==> src/rtl/reg_pipe_pkg.sv <==
// Shared constants and helpers for the reg_pipe register pipeline.
package reg_pipe_pkg;

  localparam int DEFAULT_WIDTH = 8;
  localparam int DEFAULT_DEPTH = 4;

  // Bits needed to count from 0 up to and including depth valid stages.
  function automatic int occ_width(input int depth);
    return $clog2(depth + 1);
  endfunction

endpackage

==> src/rtl/reg_pipe_stage.sv <==
// One pipeline stage: a data register plus its valid flag.
// Data moves only when en is high; flush clears the valid flag but leaves the
// data path to follow en; rst loads RESET_VALUE and clears the flag.
module reg_pipe_stage
  import reg_pipe_pkg::*;
#(
  parameter int               WIDTH       = DEFAULT_WIDTH,
  parameter logic [WIDTH-1:0] RESET_VALUE = '0
) (
  input  logic             clk,
  input  logic             rst,
  input  logic             en,
  input  logic             flush,
  input  logic [WIDTH-1:0] d,
  input  logic             d_valid,
  output logic [WIDTH-1:0] q,
  output logic             q_valid,
  output logic             valid_nxt
);

  logic [WIDTH-1:0] data_d, data_q;
  logic             valid_d, valid_q;

  // Next-state of the stage outside of reset: shift on en, flush kills valid.
  always_comb begin
    data_d  = data_q;
    valid_d = valid_q;
    if (en) begin
      data_d  = d;
      valid_d = d_valid;
    end
    if (flush) begin
      valid_d = 1'b0;
    end
  end

  // Stage registers with synchronous reset taking priority over everything.
  always_ff @(posedge clk) begin
    if (rst) begin
      data_q  <= RESET_VALUE;
      valid_q <= 1'b0;
    end else begin
      data_q  <= data_d;
      valid_q <= valid_d;
    end
  end

  assign q         = data_q;
  assign q_valid   = valid_q;
  // Exposed so the parent can register an occupancy count that matches the
  // valid flags after the same edge.
  assign valid_nxt = valid_d;

endmodule

==> src/rtl/reg_pipe.sv <==
// reg_pipe: DEPTH-stage enabled register pipeline with per-stage valid flags
// and a registered occupancy count.
// Optional feature macro: REG_PIPE_TAPS_EN adds taps/tap_valid outputs that
// expose every stage register directly.
//
// Flow semantics: there is no back-pressure. On every rising edge with en=1
// each stage takes the contents of its predecessor and stage 0 takes
// {d, d_valid}; with en=0 nothing moves. q_valid=1 marks q as carrying a
// value that entered with d_valid=1; invalid entries still travel and appear
// on q with q_valid=0. flush clears every valid flag at that edge.
module reg_pipe
  import reg_pipe_pkg::*;
#(
  parameter int               WIDTH       = DEFAULT_WIDTH,
  parameter int               DEPTH       = DEFAULT_DEPTH,
  parameter logic [WIDTH-1:0] RESET_VALUE = '0
) (
  input  logic                         clk,
  input  logic                         rst,
  input  logic                         en,
  input  logic [WIDTH-1:0]             d,
  input  logic                         d_valid,
  input  logic                         flush,
  output logic [WIDTH-1:0]             q,
  output logic                         q_valid,
  output logic [occ_width(DEPTH)-1:0]  occupancy
`ifdef REG_PIPE_TAPS_EN
  ,
  output logic [WIDTH*DEPTH-1:0]       taps,
  output logic [DEPTH-1:0]             tap_valid
`endif
);

  localparam int OW = occ_width(DEPTH);

  logic [WIDTH-1:0] stage_data [DEPTH];
  logic [DEPTH-1:0] stage_valid;
  logic [DEPTH-1:0] stage_valid_nxt;
  logic [OW-1:0]    occupancy_d, occupancy_q;

  generate
    for (genvar k = 0; k < DEPTH; k++) begin : g_stage
      logic [WIDTH-1:0] in_data;
      logic             in_valid;

      if (k == 0) begin : g_head
        assign in_data  = d;
        assign in_valid = d_valid;
      end else begin : g_body
        assign in_data  = stage_data[k-1];
        assign in_valid = stage_valid[k-1];
      end

      reg_pipe_stage #(
        .WIDTH       (WIDTH),
        .RESET_VALUE (RESET_VALUE)
      ) u_stage (
        .clk       (clk),
        .rst       (rst),
        .en        (en),
        .flush     (flush),
        .d         (in_data),
        .d_valid   (in_valid),
        .q         (stage_data[k]),
        .q_valid   (stage_valid[k]),
        .valid_nxt (stage_valid_nxt[k])
      );

`ifdef REG_PIPE_TAPS_EN
      assign taps[k*WIDTH +: WIDTH] = stage_data[k];
`endif
    end
  endgenerate

  // Count the valid flags the stages will hold after the coming edge.
  always_comb begin
    occupancy_d = '0;
    for (int k = 0; k < DEPTH; k++) begin
      occupancy_d = occupancy_d + OW'(stage_valid_nxt[k]);
    end
  end

  // Occupancy register, cleared alongside the stages on reset.
  always_ff @(posedge clk) begin
    if (rst) begin
      occupancy_q <= '0;
    end else begin
      occupancy_q <= occupancy_d;
    end
  end

  assign q         = stage_data[DEPTH-1];
  assign q_valid   = stage_valid[DEPTH-1];
  assign occupancy = occupancy_q;

`ifdef REG_PIPE_TAPS_EN
  assign tap_valid = stage_valid;
`endif

endmodule

==> config.mk <==
export PLATFORM = sky130hd
export DESIGN_NAME = reg_pipe
export DESIGN_NICKNAME = d
export VERILOG_FILES = /design/src/rtl/reg_pipe_pkg.sv /design/src/rtl/reg_pipe_stage.sv /design/src/rtl/reg_pipe.sv
export SDC_FILE = /design/constraint.sdc
export NUM_CORES = 1
export LEC_CHECK = 0
export ABC_AREA = 1
export CAP_MARGIN = 40
export CORE_ASPECT_RATIO = 1.5
export CORE_UTILIZATION = 56
export CTS_CLUSTER_SIZE = 25
export DETAILED_ROUTE_END_ITERATION = 7
export GPL_ROUTABILITY_DRIVEN = 0
export PLACE_DENSITY = 0.81
export SYNTH_ARGS = -nofsm -noshare
export SYNTH_HDL_FRONTEND = slang
export SYNTH_SLANG_ARGS = --single-unit
==> constraint.sdc <==
create_clock -name clk -period 4.68 [get_ports clk]
set_input_delay 0.468 -clock clk [delete_from_list [all_inputs] [get_ports clk]]
set_output_delay 0.468 -clock clk [all_outputs]
set_load 0.02 [all_outputs]
## Word-level counts from Yosys, hierarchy flattened

Index checks and enable logic that the tools add are counted.

| cells by class | value |
|---|---|
| add/subtract/negate cells | 3 |
| muxes and demuxes | 8 |

Operators with widths:

| operator | count |
|---|---|
| $mux 1 | 8 |
| $add 2x1->3 | 1 |
| $add 3x1->3 | 1 |
| $add 1x1->2 | 1 |

| storage, ports and cells | value |
|---|---|
| flip-flop bits (word level) | 39 |

## Depth between registers and ports, before layout

| logic depth | value |
|---|---|
| depth after elaboration | 5 |
| depth in mapped cells | 10 |
| depth with buffers taken out | 9 |

## By module

From an unflattened synthesis, not the netlist that was laid out.

| second synthesis, totals | value |
|---|---|
| cells, all modules | 193 |
| area, all modules | 1,557.7 µm² |

Modules (own cells, without submodules):

| module | sequential area each (µm²) | instances | cells an instance | area an instance (µm²) |
|---|---|---|---|---|
| reg_pipe_stage | 180.2 | 4 | 44 | 352.8 |
| reg_pipe | 60.1 | 1 | 17 | 146.4 |

## Worst setup path before layout

No wires, ideal clock.

| path | value |
|---|---|
| path kind | input port to flip-flop |
| from | input en |
| to | register occupancy_q[1], in the netlist occupancy[1] |
| library setup time | 0.118 ns |
| path buffers | 1 |
| required time | 4.562 ns |
| stages | 10 |
| setup slack | 2.722 ns |
| arrival | 1.840 ns |
| cells stage by stage | buf_6 -> inv_8 -> nand2_1 -> nand3_1 -> inv_1 -> fa_1 -> ha_1 -> ha_1 -> inv_1 -> nor2_1 |

| between the ends | value |
|---|---|
| word-level cells in the longest chain between the ends | 5 |

RTL lines:

| element | RTL line | text |
|---|---|---|
| from (decl) | reg_pipe.sv:20 | `input logic en,` |
| $mux 1 | reg_pipe_stage.sv:28 | `if (en) begin` |
| $mux 1 | reg_pipe_stage.sv:32 | `if (flush) begin` |
| net g_stage[0].u_stage.valid_nxt | reg_pipe_stage.sv:18 | `output logic valid_nxt` |
| $add 1x1->2 | reg_pipe.sv:79 | `occupancy_d = occupancy_d + OW'(stage_valid_nxt[k]);` |
| $add 2x1->3 | reg_pipe.sv:79 |  |
| $add 3x1->3 | reg_pipe.sv:79 |  |
| net occupancy_d[1] | reg_pipe.sv:39 | `logic [OW-1:0] occupancy_d, occupancy_q;` |
| to (signal assigned) | reg_pipe.sv:88 | `occupancy_q <= occupancy_d;` |
| to (decl) | reg_pipe.sv:39 |  |

The timed path passes the listed nets, and every way through them passes these cells.
A chain may end at the register's enable or synchronous reset.

## Worst setup path in the final report

Ends and elaborated chain as after synthesis.

==> metrics.yaml <==
outcome:
  status: "complete, no violations"
finish:
  fin_nets: 220
  drive_gt1_share_pct: 31.2
  layout_commonest_cell: "nand2_1"
  antenna_cells: 0
  final_area_sq_mm: 0.00196
  fillers: 228
  area.growth.synth_to_final_pct: 18.3
  fin_cells: 242
  final_cell_mix: "nand2_1 (49), dfxtp_1 (39), a21oi_2 (29)"
clocking:
  cts.sinks: 39
  postCtsSetupRepairBufs: 0
  clk_pin_slew_worst_paths_ps: 70
  cts_root_buf: "clkbuf_8"
  clockBufferDepth: 2
  clock_latency_ps: 290
  ctsResizeCount: 0
  holdBufCountCts: 0
  cts_buffers: 5
  htreeDepth: 2
  cts_tree: "yes"
worst_setup_path:
  cp_num_cells: 10
  r2r_end: "occupancy[1]$_SDFF_PP0_"
  cp.buffers_inverters: 4
  critPathMaxStageDelay_ps: 800
  crit_path_start: "en"
  slowest_stage: "clkdlybuf4s50_1"
  cp-start-kind: "input port"
  r2r-start: "g_stage[0].u_stage.q_valid$_SDFF_PP0_"
  path_cells: "clkdlybuf4s50_1, inv_8, nand2_1, nand3_1, inv_1, fa_1, ha_1, ha_1, inv_1, nor2_1"
  rrSetupSlack_ps: 2900
  cp_max_fo: 36
  critPathArrivalTime_ps: 3030
  crit_type: "input port to register"
  cp_top_family: "buffers and inverters"
  ff2ff_path_depth: 9
  crit_path_end: "occupancy[1]$_SDFF_PP0_"
  endpoint_kind: "register"
  cp_data_required_time_ps: 4840
place:
  pre_cts_slack_ps: 1510
  dpl_cell_area_sq_mm: 0.00185
  port_buffers: 24
  hpwlAfterDp_mm: 1.88
  dpl.cell_count: 234
worst_hold_path:
  hold_path_class: "register to register"
  hp-start: "g_stage[3].u_stage.q[1]$_SDFFE_PP0P_"
logic_synthesis:
  synth_cells: 182
  synth_top_area_share_pct: 47.1
  synthTopCellsByArea: "dfxtp_1 (47%), a21oi_2 (15%), nand2_1 (11%), nand2_2 (8.7%), buf_12 (3.6%)"
  ys_warn_count: 0
  synth.yosys.seq_area_share_pct: 47.1
  avgSynthCellArea_sq_um: 9.12
  syn_nets: 198
  netlist.top_cell.by_area: "dfxtp_1"
  yosys.cell_types.count: 15
  ys_ff_latch: 39
  netlist_area_sq_mm: 0.00166
timing:
  post-route-period-util_pct: 61.4
  whs_ps: 464
  slew-limit-headroom_pct: 49.4
  post-route-min-period_ps: 2870
  slew_violations: 0
  fmax_mhz: 348
  setup_viol: 0
  worst_pin_slew_ps: 756
  rsz0062_at_grt: "false"
  hold_violations: 0
  fin_ws_ps: 1810
  finalClockSkew_ps: 4.70
  finalSetupTns_ps: 0
grt:
  grt_usage_pct: 21.4
  grt.met3_usage_pct: 6.25
  grt_max_degree: 37
  grt_pass1_vias: 1129
  busiest_layer: "met2"
  grtUsageMet2_pct: 37.2
  grt_overflow_total: 0
  grt_antenna_before_repair: 0
  grt_pass1_wl_mm: 4.70
  use_met1_pct: 21.5
die:
  row_count: 23
  dieHeight_um: 68.7
  die_area_sq_mm: 0.00319
  top_level_ports: 25
  core_sq_mm: 0.00273
  initial_core_util_pct: 60.7
  die_x_um: 46.4
pwr:
  leakagePower_uw: 0.000727
  peakVddDrop_uv: 298
  p_per_area_mw_per_mm2: 355
run:
  cap_violations: 0
route:
  postRouteAntennaNets: 0
  first_iter_violations: 27
  drt_wl_total_mm: 2.80
  vias_per_cell: 4.89
  drt_pass1_iterations: 4
  post-route-drc-count: 0
  num_vias: 1184
  routedWlPerCell_um: 11.5
[synth_stat cells]
cell type  count
a21oi_1        3
buf_6          4
a21oi_2       29
fa_1           1
nand3_1        4
buf_12         3
nand2_1       49
inv_1         13
buf_2          2
dfxtp_1       39
buf_4          2
inv_8          1
nand2_2       23
ha_1           2
nor2_1         7
[per-stage QoR]
stage	utilization, %	power, uW
finish	71.8	698
global route	71.8	727
CTS	71.8	706
detailed placement	67.5	420
global placement	66.5	415
floorplan	-	405
[tightest hold or removal path: stages, from the launching register on]
cell	delay, ps
dfxtp_1	320
nand2_2	60
a21oi_2	40
[layout make-up]
type	instances	area (sq um)	share of cell area, %
sequential	39	781	39.8
inverter	14	60.1	3.06
multi-input combinational	118	688	35.1
timing repair buffer	26	270	13.8
clock buffer	6	82.6	4.21
tap	37	46.3	2.36
clock inverter	2	35.0	1.78
[report_power, final]
group	internal, uW	switching [uW]	total (uW)
registers	342	5.44	347
logic	27.5	37.3	64.8
clock network	172	113	286
total	542	156	698
[layer usage]
layer  share of wire [%]  vias up  wire length [um]
met5                   0        -                 0
met4                 2.3        0                63
met3                 3.2        6                90
met2                  54       22              1520
met1                  40      550              1120
li1                    -      606                 -
[how the worst min path moves through the flow]
stage	cells after the start	slack [ps]	endpoint
after floorplan	2	440	g_stage[1].u_stage.q[5]$_SDFFE_PP0P_
after global placement	2	450	g_stage[1].u_stage.q[4]$_SDFFE_PP0P_
after detailed placement	2	450	g_stage[3].u_stage.q[1]$_SDFFE_PP0P_
after CTS	2	470	g_stage[3].u_stage.q[1]$_SDFFE_PP0P_
after global routing	2	480	g_stage[3].u_stage.q[0]$_SDFFE_PP0P_
final	2	460	g_stage[3].u_stage.q[1]$_SDFFE_PP0P_
[kinds of logic (layout without fill, tap and decap cells)]
family,Yosys count,count (layout),synth area share (%)
fa+ha+maj,3,3,2.71
simple gates,83,83,22.5
compound gates,32,32,16.2
buf+inv,25,48,11.5
flops,39,39,47.1
[flip-flops by register name, summed over array words and instances (netlist names)]
name / count
occupancy: 3
g_stage.u_stage.q: 32
g_stage.u_stage.q_valid: 4
Power figures use the tool's default switching activity.
